--- src/rtl/cache_axi_bridge_pkg.sv ---
// rtl/cache_axi_bridge_pkg.sv - shared cache/AXI bridge definitions
package cache_axi_bridge_pkg;

  localparam int         LINE_BEATS     = 4;
  localparam logic [1:0] AXI_BURST_INCR = 2'b01;
  localparam logic [2:0] AXI_SIZE_WORD  = 3'd2;
  localparam logic [7:0] AXI_LEN_LINE   = 8'(LINE_BEATS - 1);

  typedef enum logic [1:0] {R_IDLE, R_AR, R_DATA, R_RET} rd_state_t;

  typedef enum logic [2:0] {W_IDLE, W_ADDR, W_DATA, W_RESP, W_DONE} wr_state_t;

endpackage

--- src/rtl/cache_axi_wr_engine.sv ---
// rtl/cache_axi_wr_engine.sv - cache line write-back engine (AW, W, B channels)
module cache_axi_wr_engine
  import cache_axi_bridge_pkg::*;
#(
  parameter int ID_W  = 4,
  parameter int WR_ID = 1
) (
  input  logic            clk,
  input  logic            rst,
  input  logic            wr_req,
  input  logic [27:0]     wr_line,
  input  logic [127:0]    wr_data,
  output logic            wr_rdy,
  output logic            wr_valid,
  output logic            busy,
  output logic [27:0]     line,
  output logic [ID_W-1:0] awid,
  output logic [31:0]     awaddr,
  output logic [7:0]      awlen,
  output logic [2:0]      awsize,
  output logic [1:0]      awburst,
  output logic            awvalid,
  input  logic            awready,
  output logic [31:0]     wdata,
  output logic [3:0]      wstrb,
  output logic            wlast,
  output logic            wvalid,
  input  logic            wready,
  input  logic            bvalid,
  output logic            bready
);

  wr_state_t    state, state_nx;
  logic [27:0]  line_q;
  logic [127:0] data_q;
  logic [1:0]   beat;
  logic         aw_done, w_done;
  logic         aw_hs, w_hs, last_hs;

  assign aw_hs   = awvalid && awready;
  assign w_hs    = wvalid && wready;
  assign last_hs = w_hs && wlast;

  // State register, latched victim line, W beat counter and channel done flags
  always_ff @(posedge clk) begin
    if (rst) begin
      state   <= W_IDLE;
      line_q  <= '0;
      data_q  <= '0;
      beat    <= '0;
      aw_done <= 1'b0;
      w_done  <= 1'b0;
    end else begin
      state <= state_nx;
      if (wr_req && wr_rdy) begin
        line_q  <= wr_line;
        data_q  <= wr_data;
        beat    <= '0;
        aw_done <= 1'b0;
        w_done  <= 1'b0;
      end else begin
        if (aw_hs)   aw_done <= 1'b1;
        if (w_hs)    beat    <= beat + 2'd1;
        if (last_hs) w_done  <= 1'b1;
      end
    end
  end

  // Next state and handshake outputs; AW and W run concurrently, the state
  // only records whether the address has gone out yet
  always_comb begin
    state_nx = state;
    wr_rdy   = 1'b0;
    wr_valid = 1'b0;
    awvalid  = 1'b0;
    wvalid   = 1'b0;
    bready   = 1'b0;
    case (state)
      W_IDLE: begin
        wr_rdy = !rst;
        if (wr_req && wr_rdy) state_nx = W_ADDR;
      end
      W_ADDR: begin
        awvalid = !aw_done;
        wvalid  = !w_done;
        if (aw_hs) state_nx = (w_done || last_hs) ? W_RESP : W_DATA;
      end
      W_DATA: begin
        wvalid = !w_done;
        if (w_done || last_hs) state_nx = W_RESP;
      end
      W_RESP: begin
        bready = 1'b1;
        if (bvalid) state_nx = W_DONE;
      end
      W_DONE: begin
        wr_valid = 1'b1;
        state_nx = W_IDLE;
      end
      default: state_nx = W_IDLE;
    endcase
  end

  assign awid    = ID_W'(WR_ID);
  assign awaddr  = {line_q, 4'b0000};
  assign awlen   = AXI_LEN_LINE;
  assign awsize  = AXI_SIZE_WORD;
  assign awburst = AXI_BURST_INCR;
  assign wdata   = data_q[{beat, 5'd0} +: 32];
  assign wstrb   = 4'hF;
  assign wlast   = wvalid && (beat == 2'd3);
  assign busy    = (state != W_IDLE);
  assign line    = line_q;

endmodule

--- src/rtl/cache_axi_bridge.sv ---
// rtl/cache_axi_bridge.sv - cache line fill / write-back bridge to AXI
module cache_axi_bridge
  import cache_axi_bridge_pkg::*;
#(
  parameter int ID_W  = 4,
  parameter int RD_ID = 0,
  parameter int WR_ID = 1
) (
  input  logic            clk,
  input  logic            rst,
  input  logic            rd_req,
  input  logic [31:0]     rd_addr,
  output logic            rd_rdy,
  output logic            ret_valid,
  output logic [127:0]    ret_data,
  input  logic            wr_req,
  input  logic [31:0]     wr_addr,
  input  logic [127:0]    wr_data,
  output logic            wr_rdy,
  output logic            wr_valid,
  output logic [ID_W-1:0] arid,
  output logic [31:0]     araddr,
  output logic [7:0]      arlen,
  output logic [2:0]      arsize,
  output logic [1:0]      arburst,
  output logic            arvalid,
  input  logic            arready,
  input  logic [ID_W-1:0] rid,
  input  logic [31:0]     rdata,
  input  logic [1:0]      rresp,
  input  logic            rlast,
  input  logic            rvalid,
  output logic            rready,
  output logic [ID_W-1:0] awid,
  output logic [31:0]     awaddr,
  output logic [7:0]      awlen,
  output logic [2:0]      awsize,
  output logic [1:0]      awburst,
  output logic            awvalid,
  input  logic            awready,
  output logic [31:0]     wdata,
  output logic [3:0]      wstrb,
  output logic            wlast,
  output logic            wvalid,
  input  logic            wready,
  input  logic [ID_W-1:0] bid,
  input  logic [1:0]      bresp,
  input  logic            bvalid,
  output logic            bready
);

  rd_state_t    r_state, r_state_nx;
  logic [27:0]  r_line;
  logic [1:0]   r_beat;
  logic [127:0] r_buf;
  logic         wr_busy;
  logic [27:0]  wr_line_q;
  logic         hazard;
  logic         unused_ok;

  // Response IDs/status are deliberately ignored; low address bits select
  // nothing since transfers are always whole lines
  assign unused_ok = ^{rid, rresp, bid, bresp, rd_addr[3:0], wr_addr[3:0]};

  // A fill of the line currently being written back would return stale data
  assign hazard = wr_busy && (rd_addr[31:4] == wr_line_q);

  // Read state register, latched line address, beat counter and line buffer
  always_ff @(posedge clk) begin
    if (rst) begin
      r_state <= R_IDLE;
      r_line  <= '0;
      r_beat  <= '0;
      r_buf   <= '0;
    end else begin
      r_state <= r_state_nx;
      if (rd_req && rd_rdy) begin
        r_line <= rd_addr[31:4];
        r_beat <= '0;
      end else if (r_state == R_DATA && rvalid) begin
        r_buf[{r_beat, 5'd0} +: 32] <= rdata;
        r_beat <= rlast ? 2'd0 : r_beat + 2'd1;
      end
    end
  end

  // Read next state and handshake outputs
  always_comb begin
    r_state_nx = r_state;
    rd_rdy     = 1'b0;
    arvalid    = 1'b0;
    rready     = 1'b0;
    ret_valid  = 1'b0;
    case (r_state)
      R_IDLE: begin
        rd_rdy = !rst && !hazard;
        if (rd_req && rd_rdy) r_state_nx = R_AR;
      end
      R_AR: begin
        arvalid = 1'b1;
        if (arready) r_state_nx = R_DATA;
      end
      R_DATA: begin
        rready = 1'b1;
        if (rvalid && rlast) r_state_nx = R_RET;
      end
      R_RET: begin
        ret_valid  = 1'b1;
        r_state_nx = R_IDLE;
      end
      default: r_state_nx = R_IDLE;
    endcase
  end

  assign arid     = ID_W'(RD_ID);
  assign araddr   = {r_line, 4'b0000};
  assign arlen    = AXI_LEN_LINE;
  assign arsize   = AXI_SIZE_WORD;
  assign arburst  = AXI_BURST_INCR;
  assign ret_data = r_buf;

  cache_axi_wr_engine #(
    .ID_W  (ID_W),
    .WR_ID (WR_ID)
  ) u_wr (
    .clk      (clk),
    .rst      (rst),
    .wr_req   (wr_req),
    .wr_line  (wr_addr[31:4]),
    .wr_data  (wr_data),
    .wr_rdy   (wr_rdy),
    .wr_valid (wr_valid),
    .busy     (wr_busy),
    .line     (wr_line_q),
    .awid     (awid),
    .awaddr   (awaddr),
    .awlen    (awlen),
    .awsize   (awsize),
    .awburst  (awburst),
    .awvalid  (awvalid),
    .awready  (awready),
    .wdata    (wdata),
    .wstrb    (wstrb),
    .wlast    (wlast),
    .wvalid   (wvalid),
    .wready   (wready),
    .bvalid   (bvalid),
    .bready   (bready)
  );

endmodule

--- config.mk ---
export PLATFORM = sky130hd
export DESIGN_NAME = cache_axi_bridge
export DESIGN_NICKNAME = d
export VERILOG_FILES = /design/src/rtl/cache_axi_bridge_pkg.sv /design/src/rtl/cache_axi_wr_engine.sv /design/src/rtl/cache_axi_bridge.sv
export SDC_FILE = /design/constraint.sdc
export NUM_CORES = 1
export LEC_CHECK = 0
export ABC_AREA = 1
export BUFFER_PORTS_ARGS = -buffer_cell sky130_fd_sc_hd__buf_2
export CAP_MARGIN = 15
export CORE_AREA = 2 2 200 202
export CTS_CLUSTER_DIAMETER = 40
export DETAILED_ROUTE_END_ITERATION = 10
export DIE_AREA = 0 0 202 204
export GPL_TIMING_DRIVEN = 1
export PLACE_DENSITY = 0.67
export RECOVER_POWER = 50
export SYNTH_ARGS = -nofsm -noshare
export SYNTH_HDL_FRONTEND = slang
export SYNTH_SLANG_ARGS = --single-unit
--- constraint.sdc ---
create_clock -name clk -period 2.85 [get_ports clk]
set_input_delay 0.1425 -clock clk [delete_from_list [all_inputs] [get_ports clk]]
set_output_delay 0.1425 -clock clk [all_outputs]
set_load 0.005 [all_outputs]
==> results of run 1 <==
[metrics by stage]
step	setup WS (ps)	std cells	power, mW	hold slack [ps]
2_1_floorplan	608	2390	7.88	281
3_5_place_dp	459	3171	9.37	369
3_3_place_gp	474	3171	9.28	365
6_report	325	3477	16.4	39.2
5_1_grt	122	3477	17.2	31.2
4_1_cts	22.6	3475	16.5	0.283
[worst reg2reg max path: stages (launching register included)]
cell and delay (ps):
dfxtp_1 330, xnor2_1 290, nand2_1 120, nor2_1 120, nand2_1 60, nor2_1 80
nand2_1 130, nand4_4 280, buf_12 280, nand3_4 340, nand2_1 160, nand2_1 60
nor2_1 110
[cells in the final DEF (no fill, tap or decap), types with 2 or more instances in the layout]
cell type,netlist,final
nand3_1,380,380
and3_1,4,4
buf_2,37,327
nand2_1,571,571
nor2_2,1,3
o21ai_0,80,80
conb_1,2,46
clkinv_2,0,4
clkbuf_16,0,54
nor3_1,7,7
clkbuf_8,0,6
nor2_1,225,222
buf_12,0,7
a21oi_1,37,37
dfxtp_1,323,322
xnor2_1,10,10
inv_6,0,8
ha_1,10,10
clkbuf_1,125,129
nand4_1,125,125
o22ai_1,32,32
diode_2,0,2
dlygate4sd3_1,0,204
inv_1,293,292
clkinvlp_4,0,7
clkinv_4,0,6
buf_4,49,28
inv_8,0,2
bufinv_16,0,8
xor2_1,7,7
[repair_timing]
| item | CTS | global route |
|---|---|---|
| endpoints found under the hold margin | 219 | 0 |
| setup endpoints to repair | 0 | 21 |
| gates resized for setup | 0 | 1 |
| hold buffers | 204 | 0 |
[worst paths after layout]
path / end / slack, ps / cells after the start
worst max register to register: ret_data[105]$_SDFFE_PP0P_ / 420 / 12
worst max-delay path: wdata[26] / 330 / 5
worst min-delay path: ret_data[25]$_SDFFE_PP0P_ / 40 / 5
worst min register to register: u_wr.data_q[36]$_SDFFE_PP0P_ / 460 / 2
[cells by family (layout without fill, tap and decap cells)]
family	after synthesis	after routing
XOR/XNOR	17	17
flip-flops	323	323
buffers and inverters	525	1085
AND/OR/NAND/NOR	1318	1318
AO/OA/AOI/OAI	151	151
other	2	48
adder cells (fa/ha/maj)	10	10
[flip-flops by register name, summed over array words and instances, names as in the netlist]
name and cells:
u_wr.line 28, ret_data 128, r_line 28, u_wr.data_q 128, r_state 2, u_wr.beat 2, u_wr.w_done 1, u_wr.state 3
u_wr.aw_done 1, r_beat 2
[power groups by stage]
stage / clock, mW / sequential [mW] / combinational, mW
after floorplan: 0 / 5.51 / 2.37
after global placement: 0 / 5.53 / 3.75
after detailed placement: 0 / 5.56 / 3.81
after CTS: 6.94 / 5.47 / 4.06
after global routing: 7.17 / 5.56 / 4.51
final: 6.83 / 5.50 / 4.09
[area by class of cell]
class,count,share of cell area
clock buffers,66,0.0671
repair buffers,689,0.207
diodes,2,0.000231
well taps,525,0.0303
flip-flops and latches,323,0.298
inverters,296,0.0518
clock inverters,34,0.0210
multi-input cells,1542,0.325
[metal layers]
metal / track usage / wire [um]
met1: 0.330 / 22800
met2: 0.458 / 27300
met3: 0.0584 / 5010
met4: 0.138 / 2820
met5: 0 / 0
==> results.toml, run 1 <==
[status]
status = "completed"

[synth]
netlist_top_cells_area = "dfxtp_1 42%, nand2_1 14%, nand3_1 12%, inv_1 7.1%, nor2_1 5.4%"
synth_flop_cell = "dfxtp_1"
synthAdderAreaFrac = 0.00805
ys_ff_latch = 323
synth_top_area_share = 0.416
syn_area_mm2 = 0.0156
yosysMostFrequentCell = "nand2_1"
yosys.area.top_type = "dfxtp_1"
ys_async_sr_fraction = 0
synth_edf_count = 0
synth_top_family_by_area = "simple AND/OR/NAND/NOR gates"
syn_inst = 2346
synth_compound_area_frac = 0.0515
syn-mean-instance-area_um2 = 6.63
synth_seq_area_share = 0.416
yosys-mux-area-fraction = 0
yosysWarnings = 0
synth_xor_area_frac = 0.00957
synth_cell_types = 30
synth-simple-area-share = 0.372
synth_common_cells = "571 x nand2_1, 380 x nand3_1, 323 x dfxtp_1"

[placement]
port_buffers = 451
routabilityCongestion = 0.925
hpwl_mm = 37.7
place_area_mm2 = 0.0179

[critical_path]
crit_family = "buffers and inverters"
path_cells = "clkinvlp_4 -> buf_12 -> nor2_1 -> o22ai_1 -> buf_2"
crit_path_start_kind = "flip-flop"
worstSetupStartpoint = "u_wr.beat[0]$_SDFFE_PP0P_"
r2r-start = "u_wr.line[12]$_SDFFE_PP0P_"
critPathMaxStageDelay_ps = 520
endpoint_kind = "output port"
crit_arrival_ps = 2380
cp_num_buf_inv = 3
worst-path-max-fanout = 33
cp.required_ps = 2710
crit_type = "flip-flop to output port"
slowest_stage = "clkinvlp_4"

[sta]
final-max-slew-violation-count = 0
setup_viol_count_final = 0
maxSlewHeadroom = 0.308
max_freq_mhz = 396
min_period_over_period = 0.886
fin_worst_skew_ps = 14.7
worstMarginPinSlew_ps = 1040
setup_tns_ps = 0
fin_crit_ps = 2520
hold_violations = 0
rsz0062_at_grt = "no"

[finish]
final_core_util = 0.554
finalNetCount = 3162
drive_gt1_frac = 0.159
multiInputGateArea_mm2 = 0.00706
register_area_mm2 = 0.00647
stdcell_area_mm2 = 0.0217
syn_to_final_growth_pct = 39.6
nFillCells = 3723

[die]
die_h_um = 204
initial_utilization = 0.397
core_area_mm2 = 0.0392
die_x_um = 202
num_rows = 73
io-pin-count = 518
die-area_mm2 = 0.0412

[hold_path]
hp-start = "rdata[25]"
hp-class = "primary input to flip-flop"

[clock_tree]
cts_tree = "yes"
clock_sinks = 323
clk_path_buf_depth = 3
insertion_delay_ps = 580
postCtsSetupBuffers = 0
clk_pin_slew_ps = 50
cts_buffers = 54
cts_root_buf = "clkbuf_16"
cts.htree.levels = 2

[route]
viasPerCell = 5.05
wl_mm = 58.0
vias = 17568
ant_nets = 0
drtIter0Drc = 1311
routedWlPerCell_um = 16.7
drc_errors = 0
drt_first_pass_iters = 6

[pwr]
pwr_density_cell_mw_per_mm2 = 756
power_frac_seq = 0.335
ir_worst_vdd_mv = 0.487
p_clk_frac = 0.416
p_sw_mw = 5.44
switching_share = 0.331
internal_power_mw = 11.0
power_frac_comb = 0.249
p_leak_nw = 10.4

[run]
drv_cap = 0

[global_routing]
grt_antenna_before_repair = 2
grt_pass1_vias = 16892
grt_pass1_wl_mm = 90.4
overflow = 0
grt_max_degree = 158
gr-usage-all-layers = 0.272
Power figures use the tool's default switching activity.
==> run 2, diff against run 1 <==
--- a/config.mk
+++ b/config.mk
@@ -9,6 +9,7 @@
 export BUFFER_PORTS_ARGS = -buffer_cell sky130_fd_sc_hd__buf_2
 export CAP_MARGIN = 15
 export CORE_AREA = 2 2 200 202
+export CTS_BUF_LIST = sky130_fd_sc_hd__clkbuf_16
 export CTS_CLUSTER_DIAMETER = 40
 export DETAILED_ROUTE_END_ITERATION = 10
 export DIE_AREA = 0 0 202 204
==> results.toml, run 2 (same netlist as run 1, synthesis figures left out) <==
[clock_tree]
postCtsSetupBuffers = 0
insertion_delay_ps = 590
clock_sinks = 323
cts_buffers = 54
cts_root_buf = "clkbuf_16"
clk_pin_slew_ps = 50
cts_tree = "yes"
clk_path_buf_depth = 3
cts.htree.levels = 2

[finish]
syn_to_final_growth_pct = 39.2
drive_gt1_frac = 0.157
final_common_cell = "nand2_1"
mostFrequentLayoutCells = "571 x nand2_1, 380 x nand3_1, 327 x buf_2, 322 x dfxtp_1, 298 x inv_1"
nFillCells = 3730
finalNetCount = 3162
stdcell_count = 3478

[die]
die_x_um = 202
initial_utilization = 0.397
die_h_um = 204
io-pin-count = 518
num_rows = 73
die-area_mm2 = 0.0412
core_area_mm2 = 0.0392

[global_routing]
grt_pass1_vias = 16844
grt_antenna_before_repair = 3
grt_pass1_wl_mm = 90.3
gr-usage-all-layers = 0.272
grt_max_degree = 158
overflow = 0

[sta]
worstMarginPinSlew_ps = 1030
setup_viol_count_final = 0
min_period_over_period = 0.883
max_freq_mhz = 397
rsz0062_at_grt = "no"
fin_crit_ps = 2520
setup_tns_ps = 0
fin_hold_ws_ps = 39.2
final-max-slew-violation-count = 0
fin_worst_skew_ps = 17.0
setup_slack_ps = 334
maxSlewHeadroom = 0.310
hold_violations = 0

[route]
drc_errors = 0
routedWlPerCell_um = 16.7
wl_met1_mm = 22.8
vias = 17607
highest_layer = "met4"
ant_nets = 0
wl_mm = 58.0
met3_length_mm = 5.08
drt_first_pass_iters = 6
viasPerCell = 5.06
dr_wl_met2_mm = 27.2
drtIter0Drc = 1367

[critical_path]
path_cells = "clkinvlp_4 -> buf_12 -> nor2_1 -> o22ai_1 -> buf_2"
crit_path_start_kind = "flip-flop"
slowest_stage = "clkinvlp_4"
worst-path-max-fanout = 33
crit_arrival_ps = 2370
critPathMaxStageDelay_ps = 520
endpoint_kind = "output port"
crit_type = "flip-flop to output port"
cp.required_ps = 2710

[placement]
hpwl_mm = 37.7
placed_cells = 3171
port_buffers = 451
routabilityCongestion = 0.925
place_ws_ps = 459

[pwr]
pwr_density_cell_mw_per_mm2 = 750
p_leak_nw = 10.4
ir_worst_vdd_mv = 0.490
power.total_mw = 16.2

[status]
status = "completed"

[hold_path]
hp-class = "primary input to flip-flop"

[run]
drv_cap = 0
run 2: worst paths after layout:
check	from	to	slack (ps)	cells after the start
min	rdata[8]	ret_data[8]$_SDFFE_PP0P_	40	5
max	u_wr.beat[0]$_SDFFE_PP0P_	wdata[26]	330	5
min reg2reg	u_wr.data_q[63]$_SDFFE_PP0P_	u_wr.data_q[63]$_SDFFE_PP0P_	460	2
max reg2reg	u_wr.line[12]$_SDFFE_PP0P_	ret_data[98]$_SDFFE_PP0P_	430	12
run 2: area by class of cell:
type	instances	area, um^2	area share
timing repair buffer	689	4490	0.207
tap	525	657	0.0303
sequential	323	6470	0.299
antenna	3	7.51	0.000347
clock inverter	46	500	0.0231
inverter	296	1120	0.0519
clock buffer	54	1350	0.0624
multi-input combinational	1542	7060	0.326
run 2: worst max-delay path, delay by kind of cell (launching register included):
family | cells | cell delay, ps
and+or+nand+nor | 1 | 220
buffers and inverters | 3 | 1060
AOI/OAI and AO/OA | 1 | 140
DFF | 1 | 340
run 2: what timing repair did:
| action | 4_1_cts | 5_1_grt |
|---|---|---|
| resized for setup | 0 | 1 |
| hold buffers | 204 | 0 |
| setup endpoints to repair | 0 | 22 |
| endpoints found under the hold margin | 219 | 0 |
run 2: through the flow:
step	util	instance area, um^2
final	0.553	21700
after global placement	0.457	17900
after CTS	0.556	21800
after floorplan	-	15700
after global routing	0.553	21700
after detailed placement	0.457	17900
run 2: where the power goes:
group	internal (mW)	switching, mW	total [mW]
clock network	4.22	2.44	6.65
registers	5.13	0.371	5.50
logic	1.45	2.63	4.08
total	10.8	5.44	16.2
run 2: per-layer routing:
layer / vias to the layer above / global-route usage
met1: 8023 / 0.331
met2: 889 / 0.457
li1: 8516 / -
met5: - / 0
met4: 0 / 0.133
met3: 179 / 0.0582
